--- src/rtl/lsu_mem_stage_if.sv ---
// Data-memory request/acknowledge bus between the LSU memory stage (master) and data memory (slave).
// Request fields are held stable from the first request cycle until the ack cycle.
interface lsu_mem_stage_if;
  logic        mem_req_o;
  logic        mem_we_o;
  logic [31:0] mem_addr_o;
  logic [3:0]  mem_be_o;
  logic [31:0] mem_wdata_o;
  logic        mem_ack_i;
  logic [31:0] mem_rdata_i;

  modport master (
    output mem_req_o, mem_we_o, mem_addr_o, mem_be_o, mem_wdata_o,
    input  mem_ack_i, mem_rdata_i
  );

  modport slave (
    input  mem_req_o, mem_we_o, mem_addr_o, mem_be_o, mem_wdata_o,
    output mem_ack_i, mem_rdata_i
  );
endinterface

--- src/rtl/lsu_mem_stage.sv ---
// RV32I memory stage: one request/ack memory transaction per load/store, aligned/extended load data.
// Result 1 cycle after ack (or after acceptance for ALU/fault ops); stalls upstream while a transaction is open.
module lsu_mem_stage (
  input  logic        clk,
  input  logic        rst,
  input  logic        valid_i,
  input  logic        load_i,
  input  logic        store_i,
  input  logic [2:0]  funct3_i,
  input  logic [31:0] addr_i,
  input  logic [31:0] wdata_i,
  input  logic [4:0]  rd_i,
  input  logic [2:0]  wb_sel_i,
  output logic        stall_o,
  lsu_mem_stage_if.master mem,
  output logic        wb_valid_o,
  output logic        wb_we_o,
  output logic [4:0]  wb_rd_o,
  output logic [2:0]  wb_sel_o,
  output logic [31:0] alu_result_o,
  output logic [31:0] load_data_o,
  output logic        fault_o
);

  typedef enum logic {IDLE, BUSY} state_t;

  typedef struct packed {
    logic        we;
    logic [2:0]  funct3;
    logic [4:0]  rd;
    logic [2:0]  sel;
    logic [31:0] addr;
    logic [3:0]  be;
    logic [31:0] wdata;
  } req_t;

  state_t      state, state_nxt;
  req_t        req_q;
  logic        mem_op, misaligned, illegal, bad_access;
  logic        accept_mem, retire;
  logic [3:0]  be_calc;
  logic [31:0] wdata_calc;
  logic [7:0]  ld_byte;
  logic [15:0] ld_half;
  logic [31:0] ld_ext;

  // Decode of the incoming access; only meaningful when mem_op is set.
  always_comb begin
    mem_op     = load_i | store_i;
    misaligned = ((funct3_i[1:0] == 2'd1) && addr_i[0]) ||
                 ((funct3_i[1:0] == 2'd2) && (addr_i[1:0] != 2'b00));
    illegal    = load_i ? ((funct3_i == 3'd3) || (funct3_i == 3'd6) || (funct3_i == 3'd7))
                        : (funct3_i > 3'd2);
    bad_access = misaligned | illegal;
    case (funct3_i[1:0])
      2'd0:    be_calc = 4'b0001 << addr_i[1:0];
      2'd1:    be_calc = addr_i[1] ? 4'b1100 : 4'b0011;
      default: be_calc = 4'b1111;
    endcase
    case (funct3_i[1:0])
      2'd0:    wdata_calc = {4{wdata_i[7:0]}};
      2'd1:    wdata_calc = {2{wdata_i[15:0]}};
      default: wdata_calc = wdata_i;
    endcase
  end

  always_ff @(posedge clk) begin
    if (rst) state <= IDLE;
    else     state <= state_nxt;
  end

  always_comb begin
    state_nxt  = state;
    stall_o    = 1'b0;
    accept_mem = 1'b0;
    retire     = 1'b0;
    case (state)
      IDLE: begin
        if (valid_i && mem_op && !bad_access) begin
          accept_mem = 1'b1;
          stall_o    = 1'b1;
          state_nxt  = BUSY;
        end
      end
      BUSY: begin
        stall_o = ~mem.mem_ack_i;
        if (mem.mem_ack_i) begin
          retire    = 1'b1;
          state_nxt = IDLE;
        end
      end
      default: state_nxt = IDLE;
    endcase
  end

  always_comb begin
    case (req_q.addr[1:0])
      2'd0:    ld_byte = mem.mem_rdata_i[7:0];
      2'd1:    ld_byte = mem.mem_rdata_i[15:8];
      2'd2:    ld_byte = mem.mem_rdata_i[23:16];
      default: ld_byte = mem.mem_rdata_i[31:24];
    endcase
    ld_half = req_q.addr[1] ? mem.mem_rdata_i[31:16] : mem.mem_rdata_i[15:0];
    case (req_q.funct3)
      3'd0:    ld_ext = {{24{ld_byte[7]}}, ld_byte};
      3'd4:    ld_ext = {24'd0, ld_byte};
      3'd1:    ld_ext = {{16{ld_half[15]}}, ld_half};
      3'd5:    ld_ext = {16'd0, ld_half};
      default: ld_ext = mem.mem_rdata_i;
    endcase
  end

  always_ff @(posedge clk) begin
    if (rst) begin
      req_q        <= '0;
      wb_valid_o   <= 1'b0;
      wb_we_o      <= 1'b0;
      wb_rd_o      <= 5'd0;
      wb_sel_o     <= 3'd0;
      alu_result_o <= 32'd0;
      load_data_o  <= 32'd0;
      fault_o      <= 1'b0;
    end else begin
      wb_valid_o <= 1'b0;
      fault_o    <= 1'b0;
      if (state == IDLE && valid_i) begin
        if (!mem_op) begin
          wb_valid_o   <= 1'b1;
          wb_we_o      <= (rd_i != 5'd0);
          wb_rd_o      <= rd_i;
          wb_sel_o     <= wb_sel_i;
          alu_result_o <= addr_i;
        end else if (bad_access) begin
          fault_o <= 1'b1;
          wb_we_o <= 1'b0;
        end
      end
      if (accept_mem) begin
        req_q <= '{we: store_i, funct3: funct3_i, rd: rd_i, sel: wb_sel_i,
                   addr: addr_i, be: be_calc, wdata: wdata_calc};
      end
      if (retire) begin
        wb_valid_o   <= 1'b1;
        wb_we_o      <= !req_q.we && (req_q.rd != 5'd0);
        wb_rd_o      <= req_q.rd;
        wb_sel_o     <= req_q.sel;
        alu_result_o <= req_q.addr;
        if (!req_q.we) load_data_o <= ld_ext;
      end
    end
  end

  assign mem.mem_req_o   = (state == BUSY);
  assign mem.mem_we_o    = req_q.we;
  assign mem.mem_addr_o  = {req_q.addr[31:2], 2'b00};
  assign mem.mem_be_o    = req_q.be;
  assign mem.mem_wdata_o = req_q.wdata;

endmodule
--- src/flat_wrapper.sv ---
// flat-port wrapper written by rule: the top's interface ports become plain ports
module lsu_mem_stage_flat 
  (clk, rst, valid_i, load_i, store_i, funct3_i, addr_i, wdata_i, rd_i, wb_sel_i, stall_o, wb_valid_o, wb_we_o, wb_rd_o, wb_sel_o, alu_result_o, load_data_o, fault_o, mem_mem_req_o, mem_mem_we_o, mem_mem_addr_o, mem_mem_be_o, mem_mem_wdata_o, mem_mem_ack_i, mem_mem_rdata_i);
  lsu_mem_stage_if mem_i ();
  input  logic clk;
  input  logic rst;
  input  logic valid_i;
  input  logic load_i;
  input  logic store_i;
  input  logic [2:0] funct3_i;
  input  logic [31:0] addr_i;
  input  logic [31:0] wdata_i;
  input  logic [4:0] rd_i;
  input  logic [2:0] wb_sel_i;
  output logic stall_o;
  output logic wb_valid_o;
  output logic wb_we_o;
  output logic [4:0] wb_rd_o;
  output logic [2:0] wb_sel_o;
  output logic [31:0] alu_result_o;
  output logic [31:0] load_data_o;
  output logic fault_o;
  output wire logic [$bits(mem_i.mem_req_o)-1:0] mem_mem_req_o;
  output wire logic [$bits(mem_i.mem_we_o)-1:0] mem_mem_we_o;
  output wire logic [$bits(mem_i.mem_addr_o)-1:0] mem_mem_addr_o;
  output wire logic [$bits(mem_i.mem_be_o)-1:0] mem_mem_be_o;
  output wire logic [$bits(mem_i.mem_wdata_o)-1:0] mem_mem_wdata_o;
  input wire logic [$bits(mem_i.mem_ack_i)-1:0] mem_mem_ack_i;
  input wire logic [$bits(mem_i.mem_rdata_i)-1:0] mem_mem_rdata_i;
  assign mem_mem_req_o = mem_i.mem_req_o;
  assign mem_mem_we_o = mem_i.mem_we_o;
  assign mem_mem_addr_o = mem_i.mem_addr_o;
  assign mem_mem_be_o = mem_i.mem_be_o;
  assign mem_mem_wdata_o = mem_i.mem_wdata_o;
  assign mem_i.mem_ack_i = mem_mem_ack_i;
  assign mem_i.mem_rdata_i = mem_mem_rdata_i;
  lsu_mem_stage u_core (.clk(clk), .rst(rst), .valid_i(valid_i), .load_i(load_i), .store_i(store_i), .funct3_i(funct3_i), .addr_i(addr_i), .wdata_i(wdata_i), .rd_i(rd_i), .wb_sel_i(wb_sel_i), .stall_o(stall_o), .mem(mem_i), .wb_valid_o(wb_valid_o), .wb_we_o(wb_we_o), .wb_rd_o(wb_rd_o), .wb_sel_o(wb_sel_o), .alu_result_o(alu_result_o), .load_data_o(load_data_o), .fault_o(fault_o));
endmodule
--- config.mk ---
export PLATFORM = sky130hd
export DESIGN_NAME = lsu_mem_stage_flat
export DESIGN_NICKNAME = d
export VERILOG_FILES = /design/src/rtl/lsu_mem_stage_if.sv /design/src/rtl/lsu_mem_stage.sv /design/src/flat_wrapper.sv
export SDC_FILE = /design/constraint.sdc
export NUM_CORES = 1
export LEC_CHECK = 0
export BUFFER_PORTS_ARGS = -buffer_cell sky130_fd_sc_hd__buf_2
export CORE_ASPECT_RATIO = 0.5
export CORE_MARGIN = 2
export CORE_UTILIZATION = 54
export CTS_CLUSTER_SIZE = 40
export DETAILED_ROUTE_END_ITERATION = 10
export HOLD_SLACK_MARGIN = 0.08
export MAX_ROUTING_LAYER = met4
export PLACE_DENSITY_LB_ADDON = 0.2
export SYNTH_ARGS = -nofsm -noshare
export SYNTH_HDL_FRONTEND = slang
export SYNTH_SLANG_ARGS = --single-unit
export TNS_END_PERCENT = 1
--- constraint.sdc ---
create_clock -name clk -period 3.2 [get_ports clk]
set_input_delay 0.16 -clock clk [delete_from_list [all_inputs] [get_ports clk]]
set_output_delay 0.16 -clock clk [all_outputs]
set_load 0.05 [all_outputs]
== Word level (Yosys, flattened, before mapping) ==
Index checks and enable logic that the tools add are counted.
W data, S select, Z words.

* Output and inout bits: 146
* Input port bits: 113
* Word-level logic and storage cells: 89
* Register bits: 156

* Mux-type cells: 31
* Order comparisons: 1
* Bitwise operators: 7
* Equal/unequal tests: 12
* Reductions and logical operators: 22
* Shift operators: 1

{| class="wikitable"
|+ Operators with widths
! cell !! number
|-
| $pmux W32 S4 || 1
|-
| $mux W32 || 3
|-
| $pmux W32 S2 || 1
|-
| $pmux W8 S3 || 1
|-
| $mux W16 || 1
|-
| $mux W5 || 3
|-
| $mux W1 || 14
|-
| $eq A3 B3 Y1 const B || 4
|-
| $reduce_bool A5 Y1 || 2
|-
| $mux W3 || 3
|-
| $pmux W4 S2 || 1
|-
| $logic_and A1 B1 Y1 || 6
|-
| $reduce_and A2 Y1 || 3
|-
| $not A1 Y1 || 5
|-
| $eq A2 B1 Y1 const B || 2
|-
| $eq A2 B2 Y1 const B || 2
|-
| $logic_not A2 Y1 || 2
|-
| $mux W4 || 1
|-
| $pmux W1 S2 || 2
|-
| $reduce_bool A2 Y1 || 2
|-
| $shl A1 B2 Y4 const A || 1
|-
| $eq A3 B1 Y1 const B || 1
|-
| $eq A3 B2 Y1 const B || 1
|-
| $gt A3 B2 Y1 const B || 1
|-
| other kinds (7) || 11
|}

== Depth between registers and ports, before layout ==
Gate-level depths: netlist of the first run.

* Word-level depth: 9
* Gate-level depth with buffers: 6
* Gate-level depth less buffers: 4

== Least setup slack after synthesis of the first run ==
No wires, ideal clock.

* Path kind: flip-flop to output port
* From: register u_core.state, in the netlist u_core.mem.mem_req_o
* To: output port stall_o
* Path buffers: 1
* Arrival: 1669 ps
* Setup slack: 1371 ps
* Stages on the path, launching flop included: 6
* Required time: 3040 ps
* Path through: dfxtp_1 > nand2b_1 > nor2_2 > buf_1 > nand2_1 > nand2_1

* Cells in the longest elaborated chain, start to end: 2

{| class="wikitable"
|+ RTL lines
! item !! line !! text
|-
| start: declaration || lsu_mem_stage.sv:37 || <nowiki>state_t state, state_nxt;</nowiki>
|-
| start signal: assignment || lsu_mem_stage.sv:69 || <nowiki>else state <= state_nxt;</nowiki>
|-
| $not A1 Y1 || lsu_mem_stage.sv:77 || <nowiki>case (state)</nowiki>
|-
| $pmux W1 S2 (*) || lsu_mem_stage.sv:77 ||
|-
| end: declaration || flat_wrapper.sv:15 || <nowiki>output logic stall_o;</nowiki>
|}

Every way passes the cells marked *; elsewhere a longest branch is shown, timed or not.

== Worst setup path in the final report of the first run ==
* From: input port funct3_i[2]
* To: register u_core.req_q (netlist bit u_core.mem.mem_wdata_o[13])

* Cells in the longest elaborated chain, start to end: 9
* Elaborated cells between the ends (all ways): 12
* Those cells by class: order compare: 1; eq/ne: 3; mux: 3; bitwise: 1; reduce/logical: 4

{| class="wikitable"
|+ RTL lines
! item !! line !! text
|-
| start: declaration || flat_wrapper.sv:10 || <nowiki>input logic [2:0] funct3_i;</nowiki>
|-
| parallel branches: the longest is 3 deep, another holds $gt A3 B2 Y1 || -- ||
|-
| $mux W1 (*) || lsu_mem_stage.sv:52 || <nowiki>illegal = load_i ? ((funct3_i == 3'd3) || (funct3_i == 3'd6) || (funct3_i == 3'd7))</nowiki>
|-
| $or A1 B1 Y1 (*) || lsu_mem_stage.sv:54 || <nowiki>bad_access = misaligned | illegal;</nowiki>
|-
| $logic_not A1 Y1 (*) || lsu_mem_stage.sv:79 || <nowiki>if (valid_i && mem_op && !bad_access) begin</nowiki>
|-
| $logic_and A1 B1 Y1 (*) || lsu_mem_stage.sv:79 ||
|-
| $mux W1 (*) || lsu_mem_stage.sv:79 ||
|-
| $mux W1 (*) || lsu_mem_stage.sv:77 ||
|-
| end signal: assignment || lsu_mem_stage.sv:139 || <nowiki>req_q <= '{we: store_i, funct3: funct3_i, rd: rd_i, sel: wb_sel_i,</nowiki>
|-
| end: declaration || lsu_mem_stage.sv:38 || <nowiki>req_t req_q;</nowiki>
|}

Every way passes the cells marked *.
A chain may end at the register's enable or synchronous reset.

==> results of run 1 <==
worst register-to-register path, stage by stage (launching register included):
cell,delay [ns]
dfxtp_1,0.35
nor2b_1,0.37
o21ai_4,0.33
nor2_1,0.19
buf_4,0.29
a311oi_1,0.15
dlygate4sd3_1,0.60
cells in the final DEF (no fill, tap or decap), drive strengths merged, types with 19 or more instances in the layout:
master / count
dlygate4sd3: 77
nand3: 52
mux2i: 66
a211oi: 82
o21ai: 78
nor2: 72
nand2: 44
a21oi: 90
clkbuf: 19
dfxtp: 156
buf: 271
area by class of cell:
cell class,instances,area (um2)
clock buffer,19,443
clock inverter,12,188
fill,1064,3850
inverter,2,7.51
multi-input combinational,559,3500
sequential,156,3120
tap,192,240
timing repair buffer,348,2190
stage by stage:
step,hold slack (ns),util [%]
6_report,0.0951,71.6
5_1_grt,0.0862,71.6
4_1_cts,0.0813,71.6
3_5_place_dp,0.434,61.2
3_3_place_gp,0.427,61.2
2_1_floorplan,0.308,-
power groups by stage:
stage	registers, uW	logic (uW)	clock network [uW]
5_1_grt	2100	1060	2280
4_1_cts	2090	986	2200
6_report	2090	997	2170
2_1_floorplan	2270	553	0
3_5_place_dp	2130	911	0
3_3_place_gp	2130	900	0
kinds of logic (layout without fill, tap and decap cells):
group | Yosys count | in the layout | synth area share, %
buffers and inverters | 150 | 381 | 11.8
flip-flops | 156 | 156 | 41.8
AO/OA/AOI/OAI | 282 | 282 | 23.9
multiplexers | 74 | 74 | 10.0
AND/OR/NAND/NOR | 201 | 201 | 12.4
other | 1 | 2 | 0.0502
worst max path at each step:
| stage | cells after the start | end | slack (ns) | from |
|---|---|---|---|---|
| after floorplan | 5 | stall_o | 1.37 | u_core.mem.mem_req_o |
| final | 8 | u_core.mem.mem_wdata_o[13] | 0.59 | funct3_i[2] |
| after global placement | 5 | u_core.alu_result_o[1] | 1.12 | u_core.mem.mem_req_o |
| after CTS | 8 | u_core.mem.mem_wdata_o[14] | 0.69 | funct3_i[2] |
| after global routing | 8 | u_core.mem.mem_wdata_o[11] | 0.48 | funct3_i[2] |
| after detailed placement | 5 | u_core.wb_sel_o[2] | 1.06 | u_core.mem.mem_req_o |
layer usage:
layer	routed length (um)	up-vias	GRT usage, %
met3	1490	24	5.36
met2	10900	290	50.8
met5	0	-	-
met1	9630	3434	37.3
met4	208	0	6.99
li1	-	3485	-
Yosys cell counts:
cell type  number  area share [%]
inv_1           1           0.050
or2_1           1           0.084
a311oi_2        1            0.20
clkinv_1        1           0.050
buf_6           1            0.15
or2_2           1           0.084
a211oi_2        8             1.3
o21ai_0        77             5.2
buf_2          15             1.0
nand2_1        44             2.2
o22a_1          1            0.12
o21ai_1         1           0.067
a211o_1         1            0.12
nor2_2          1           0.084
buf_1           4            0.20
mux2i_1        66             8.8
dfxtp_1       156              42
nand3_1        52             3.5
a21oi_1        88             5.9
a311oi_1       10             1.2
nand2b_1        9            0.75
a31oi_1         1           0.084
nor3_1          1           0.067
and3b_1         1            0.12
a2bb2oi_1       6            0.70
conb_1          1           0.050
buf_4          79             7.9
nor2_1         71             3.6
o2111ai_1       9             1.1
mux2_2          8             1.2
and2_1          6            0.50
nor2b_1         1           0.084
a21o_1          2            0.20
a211oi_1       74             7.4
o211ai_1        1            0.10
clkbuf_1       49             2.5
a21oi_2         2            0.23
nor4bb_1        1            0.13
nor4_2          1            0.17
nand3b_1        9            0.90
or4_1           2            0.20
flip-flops by register name (all words and copies together), names as in the netlist:
| register | count |
|---|---|
| u_core.wb_valid_o | 1 |
| u_core.req_q | 13 |
| u_core.mem.mem_we_o | 1 |
| u_core.wb_sel_o | 3 |
| u_core.alu_result_o | 32 |
| u_core.wb_rd_o | 5 |
| u_core.mem.mem_be_o | 4 |
| u_core.load_data_o | 32 |
| u_core.mem.mem_addr_o | 30 |
| u_core.wb_we_o | 1 |
| u_core.mem.mem_req_o | 1 |
| u_core.fault_o | 1 |
| u_core.mem.mem_wdata_o | 32 |
what timing repair did:
item,in CTS,in global routing
endpoints found under the setup margin,0,0
hold buffers,77,0
endpoints found under the hold margin,72,0
==> results_dict.tcl, run 1 <==
set metrics [dict create \
    outcome "complete, no violations" \
    grt_pass1_wl_um 34400 \
    worstPathCellList "dlygate4sd3_1 > buf_2 > nor4_2 > a21o_2 > buf_12 > a21oi_1 > a311oi_1 > dlygate4sd3_1" \
    tns_ns 0 \
    cts.sinks 156 \
    insertion_delay_ns 0.41 \
    comb_power_share_pct 19.0 \
    path_buf_inv 4 \
    postCtsSetupBuffers 0 \
    ir_drop_v 0.000379 \
    area_growth_pct 29.7 \
    dp_hpwl_um 14100 \
    cts.clk_slew.worst_paths_ns 0.07 \
    intPower_uw 3690 \
    drt_iter0_drc 563 \
    first_pass_iters 5 \
    end_kind "flip-flop" \
    core_mm2 0.0136 \
    netlist_instances 864 \
    finalMaxSlewViolations 0 \
    drc 0 \
    die_y_um 87.2 \
    period_needed_ns 2.61 \
    critPathKind "input port to flip-flop" \
    die-width_um 170 \
    antenna_found_initial 0 \
    reg2reg_depth 6 \
    power_density_mw_per_mm2 542 \
    synth-seq-area-share_pct 41.8 \
    htreeDepth 4 \
    postCtsResizedCells 0 \
    clockRootBuffer "clkbuf_16" \
    cp_slowest_cell "dlygate4sd3_1" \
    place_area_mm2 0.00829 \
    vias 7233 \
    fin_crit_sh_pct 81.4 \
    cts_tree "done" \
    hp-start "wdata_i[31]" \
    grt_usage_pct 29.8 \
    crit_arrival_ns 2.96 \
    rsz0062_at_grt "false" \
    synth-seq-cells 156 \
    placed_cells 1180 \
    worstMarginPinSlew_ns 0.848 \
    overflow 0 \
    p_leak_uw 0.00440 \
    clock_skew_ns 0.0116 \
    wl_um 22200 \
    drive_gt1_share_pct 29.8 \
    initial_core_util_pct 55.2 \
    instances_no_fill 1288 \
    cts_buffer_depth 2 \
    swShare_pct 29.8 \
    die_area_mm2 0.0149 \
    pre_cts_ws_ns 1.06 \
    finalPower_uw 5260 \
    grt_max_degree 124 \
    ys_types 41 \
    antenna_left 0 \
    critPathMaxStageDelay_ns 0.60 \
    port_buffers 256 \
    reg2reg_slack_ns 0.81 \
    num_rows 30 \
    sequentialPowerShare_pct 39.8 \
    drv_cap 0 \
    layout.nets 1197 \
    finalSetupViolCount 0 \
    design_area_mm2 0.00970 \
    numCtsBuffers 17 \
    p_sw_uw 1570 \
    hp-class "input port to flip-flop" \
    r2r_start "u_core.mem.mem_req_o" \
    cp-start-kind "input port" \
    yosysWarnings 0 \
    r2r_end "u_core.mem.mem_wdata_o[13]" \
    worstHoldEndpoint "u_core.mem.mem_wdata_o[31]" \
    synth_area_mm2 0.00748 \
    diodes 0 \
    place.gp.congestion 0.892 \
    setup_slack_ns 0.594 \
    pwr-share-clk_pct 41.3 \
    holdPathStages 3 \
    max_freq_mhz 384 \
    path_delay_family "buffers and inverters" \
    required_ns 3.55 \
    synth_area_per_cell_um2 8.65 \
    vias_per_cell 5.62 \
    crit_top_cell "dlygate4sd3_1" \
    hold_viol_final 0 \
    maxSlewHeadroom_pct 43.2 \
    path_max_fanout 43 \
    grt_pass1_vias 6841 \
    ios 259 \
    post_drt_wl_per_cell_um 17.2 \
]
No activity file was read; power rests on OpenSTA's default activity.
==> run 2: changes to the inputs <==
- CORE_UTILIZATION: 54 -> 51
- clock period: 3.2 -> 2.7 ns (I/O delays scaled with it)
==> results_dict.tcl, run 2 (synthesis gave the netlist of run 1 again) <==
set metrics [dict create \
    outcome "complete, no violations" \
    critPathKind "input port to flip-flop" \
    cp-start-kind "input port" \
    path_max_fanout 48 \
    drc 0 \
    rsz0062_at_grt "false" \
    cts.sinks 156 \
    hp-class "input port to flip-flop" \
    first_pass_iters 8 \
    grt_usage_pct 28.7 \
    layout_commonest_cell "buf_2" \
    worstMarginPinSlew_ns 1.05 \
    multi_input_area_mm2 0.00350 \
    finalSetupViolCount 0 \
    port_buffers 256 \
    insertion_delay_ns 0.42 \
    required_ns 3.06 \
    num_rows 31 \
    die_y_um 89.6 \
    setup_slack_ns 0.133 \
    power_density_mw_per_mm2 622 \
    fin_crit_sh_pct 95.1 \
    register_area_mm2 0.00312 \
    tns_ns 0 \
    antenna_left 0 \
    antenna_found_initial 0 \
    drive_gt1_share_pct 29.8 \
    vias_per_cell 5.63 \
    cts.clk_slew.worst_paths_ns 0.07 \
    drt_iter0_drc 400 \
    design_area_mm2 0.00982 \
    vias 7378 \
    core_mm2 0.0144 \
    period_needed_ns 2.57 \
    layout.nets 1212 \
    area_growth_pct 31.3 \
    max_freq_mhz 390 \
    numCtsBuffers 17 \
    finalPower_uw 6110 \
    dp_hpwl_um 14400 \
    ios 259 \
    grt_max_degree 83 \
    finalMaxSlewViolations 0 \
    postCtsResizedCells 0 \
    place_area_mm2 0.00832 \
    drv_cap 0 \
    die-width_um 175 \
    nFillCells 1159 \
    end_kind "flip-flop" \
    pre_cts_ws_ns 0.676 \
    diodes 0 \
    cts_buffer_depth 2 \
    cts_tree "done" \
    grt_pass1_vias 6939 \
    postCtsSetupBuffers 0 \
    p_leak_uw 0.00445 \
    maxSlewHeadroom_pct 29.6 \
    clock_skew_ns 0.0153 \
    clockRootBuffer "clkbuf_16" \
    crit_arrival_ns 2.92 \
    post_drt_wl_per_cell_um 17.3 \
    whs_ns 0.0953 \
    htreeDepth 4 \
    die_area_mm2 0.0157 \
    initial_core_util_pct 52.0 \
    ir_drop_v 0.000444 \
    hold_viol_final 0 \
    overflow 0 \
    grt_pass1_wl_um 34800 \
    layout_common_cells "255 x buf_2, 156 x dfxtp_1, 90 x dlygate4sd3_1, 88 x a21oi_1, 77 x o21ai_0" \
    wl_um 22600 \
    place.gp.congestion 0.878 \
]
## run 2: cell types whose count changed in the layout (fill, tap and decap cells not counted), sizes merged
cell	previous run	this run
clkbuf	19	18
inv	3	6
bufinv	4	2
dlygate4sd3	77	90
buf	271	273
clkinv	5	4
clkinvlp	2	4
## run 2: worst max-delay path, stage by stage
cell	delay [ns]
dlygate4sd3_1	0.55
buf_2	0.18
nor4_2	0.41
a21o_2	0.17
buf_4	0.44
a21oi_1	0.13
a311oi_1	0.30
dlygate4sd3_1	0.60
## run 2: worst paths after layout
check	cells past startpoint	start	end	slack, ns
hold reg to reg	2	u_core.mem.mem_wdata_o[25]	u_core.mem.mem_wdata_o[25]	0.48
hold / removal	3	mem_mem_rdata_i[4]	u_core.load_data_o[4]	0.1
setup reg to reg	6	u_core.mem.mem_req_o	u_core.mem.mem_wdata_o[11]	0.23
setup / recovery	8	addr_i[0]	u_core.mem.mem_wdata_o[11]	0.13
## run 2: power breakdown
group | leakage (uW) | internal, uW | switching [uW]
registers | 0.00127 | 2410 | 65.5
clock network | 0.000282 | 1410 | 1030
logic | 0.00290 | 393 | 807
## run 2: stage by stage
step                      util (%)  cells
after floorplan                  -    865
after global placement        57.8   1188
after detailed placement      57.8   1188
after CTS                     68.2   1310
after global routing          68.2   1310
final                         68.2   1310
## run 2: layout make-up
| class | count | share of cell area (%) |
|---|---|---|
| Timing Repair Buffer | 363 | 23.8 |
| Clock inverter | 14 | 1.62 |
| Tap cell | 198 | 2.52 |
| Clock buffer | 18 | 4.47 |
| Multi-Input combinational cell | 559 | 35.7 |
| Sequential cell | 156 | 31.8 |
| Inverter | 2 | 0.0765 |
## run 2: layer usage
metal	GRT usage (%)	part of all wire, %
met3	5.35	7.0
met4	11.8	2.5
met1	34.6	42
met5	-	0
met2	48.3	48
## run 2: what timing repair did
| item | in CTS | in global routing |
|---|---|---|
| hold buffers | 90 | 0 |
| hold endpoints to repair | 112 | 0 |
| endpoints found under the setup margin | 0 | 0 |
==> run 3: changes to the inputs <==
- CORE_UTILIZATION: 51 -> 27
- HOLD_SLACK_MARGIN: 0.08 -> 0.06
- REMOVE_ABC_BUFFERS: unset -> 1
==> results_dict.tcl, run 3 (synthesis gave the netlist of run 1 again) <==
set metrics [dict create \
    crit_arrival_ns 1.96 \
    outcome "complete, no violations" \
    wl_um 25400 \
    layout_common_cells "255 x buf_2, 156 x dfxtp_1, 96 x dlygate4sd3_1, 88 x a21oi_1, 77 x o21ai_0" \
    drc 0 \
    rsz0062_at_grt "false" \
    multi_input_area_mm2 0.00350 \
    r2r_start "u_core.req_q[37]" \
    cts.clk_slew.worst_paths_ns 0.06 \
    fin_crit_sh_pct 77.4 \
    postCtsSetupBuffers 0 \
    swShare_pct 30.7 \
    intPower_uw 4240 \
    comb_power_share_pct 20.1 \
    holdPathStages 3 \
    clockRootBuffer "clkbuf_16" \
    grt_pass1_vias 6946 \
    p_leak_uw 0.00448 \
    antenna_found_initial 1 \
    required_ns 2.57 \
    clock_skew_ns 0.0105 \
    ios 259 \
    drive_gt1_share_pct 29.2 \
    die_area_mm2 0.0291 \
    fin_util_pct 37.6 \
    post_drt_wl_per_cell_um 17.3 \
    register_area_mm2 0.00312 \
    pre_cts_ws_ns 0.613 \
    hp-class "input port to flip-flop" \
    hp-start "mem_mem_rdata_i[7]" \
    reg2reg_depth 4 \
    finalMaxSlewViolations 0 \
    power_density_mw_per_mm2 606 \
    htreeDepth 4 \
    layout.nets 1219 \
    postCtsResizedCells 0 \
    maxSlewHeadroom_pct 31.2 \
    area_growth_pct 34.9 \
    layout_commonest_cell "buf_2" \
    hold_viol_final 0 \
    path_max_fanout 9 \
    die-width_um 239 \
    grt_pass1_wl_um 38600 \
    cts_tree "done" \
    grt_max_degree 83 \
    place.gp.congestion 0.852 \
    overflow 0 \
    pwr-share-clk_pct 39.5 \
    worstMarginPinSlew_ns 1.03 \
    critPathKind "input port to output port" \
    max_freq_mhz 478 \
    placed_cells 1343 \
    port_buffers 256 \
    cts_buffer_depth 2 \
    period_needed_ns 2.09 \
    initial_core_util_pct 27.9 \
    numCtsBuffers 17 \
    instances_no_fill 1470 \
    vias_per_cell 4.92 \
    worstHoldEndpoint "u_core.load_data_o[7]" \
    ir_drop_v 0.000476 \
    antenna_left 0 \
    setup_slack_ns 0.609 \
    num_rows 42 \
    drv_cap 0 \
    insertion_delay_ns 0.44 \
    end_kind "output port" \
    die_y_um 122 \
    first_pass_iters 5 \
    sequentialPowerShare_pct 40.5 \
    reg2reg_slack_ns 0.67 \
    tns_ns 0 \
    vias 7226 \
    core_mm2 0.0268 \
    r2r_end "u_core.load_data_o[17]" \
    cp-start-kind "input port" \
    finalSetupViolCount 0 \
    nFillCells 2809 \
    grt_usage_pct 17.5 \
    cts.sinks 156 \
    p_sw_uw 1880 \
    dp_hpwl_um 16300 \
    drt_iter0_drc 407 \
]
-- run 3: per-layer routing --
| metal | global-route usage (%) | wire (um) | vias up |
|---|---|---|---|
| li1 | - | - | 3536 |
| met1 | 20.8 | 11100 | 3485 |
| met2 | 28.8 | 12800 | 163 |
| met3 | 4.17 | 841 | 42 |
| met4 | 7.30 | 776 | 0 |
| met5 | - | 0 | - |
-- run 3: layout make-up --
type / count / area share [%]
flip-flops and latches: 156 / 31.0
clock inverters: 6 / 0.868
well taps: 352 / 4.37
inverters: 2 / 0.0744
repair buffers: 370 / 24.2
clock buffers: 24 / 4.78
multi-input cells: 559 / 34.7
diodes: 1 / 0.0248
-- run 3: worst max-delay path, stage by stage --
cell	delay, ns
dlygate4sd3_1	0.53
buf_2	0.16
nor4_2	0.43
a21o_2	0.27
nand2_1	0.10
nand2_1	0.08
buf_2	0.25
-- run 3: worst max path at each step --
stage	from	end	slack, ns
floorplan	u_core.mem.mem_req_o	u_core.load_data_o[15]	-0.49
global placement	u_core.req_q[76]	u_core.load_data_o[3]	0.67
detailed placement	u_core.req_q[76]	u_core.load_data_o[0]	0.61
CTS	funct3_i[0]	stall_o	0.61
global route	u_core.req_q[76]	u_core.load_data_o[1]	0.46
finish	funct3_i[0]	stall_o	0.61
-- run 3: metrics by stage --
step	power, uW	cell area, um2	hold slack (ns)
after floorplan	3210	6600	0.200
after global placement	3630	8550	0.402
after detailed placement	3650	8550	0.409
after CTS	6190	10100	0.0674
after global routing	6380	10100	0.0783
final	6120	10100	0.0852
-- run 3: what timing repair did --
action                                 4_1_cts  5_1_grt
endpoints found under the hold margin      133        0
setup endpoints to repair                    0        0
hold buffers                                96        0
-- run 3: power groups by stage --
stage	registers [uW]	logic, uW	clock network (uW)
after floorplan	2870	343	0
after global placement	2520	1110	0
after detailed placement	2530	1120	0
after CTS	2480	1230	2490
after global routing	2490	1310	2590
final	2470	1230	2410
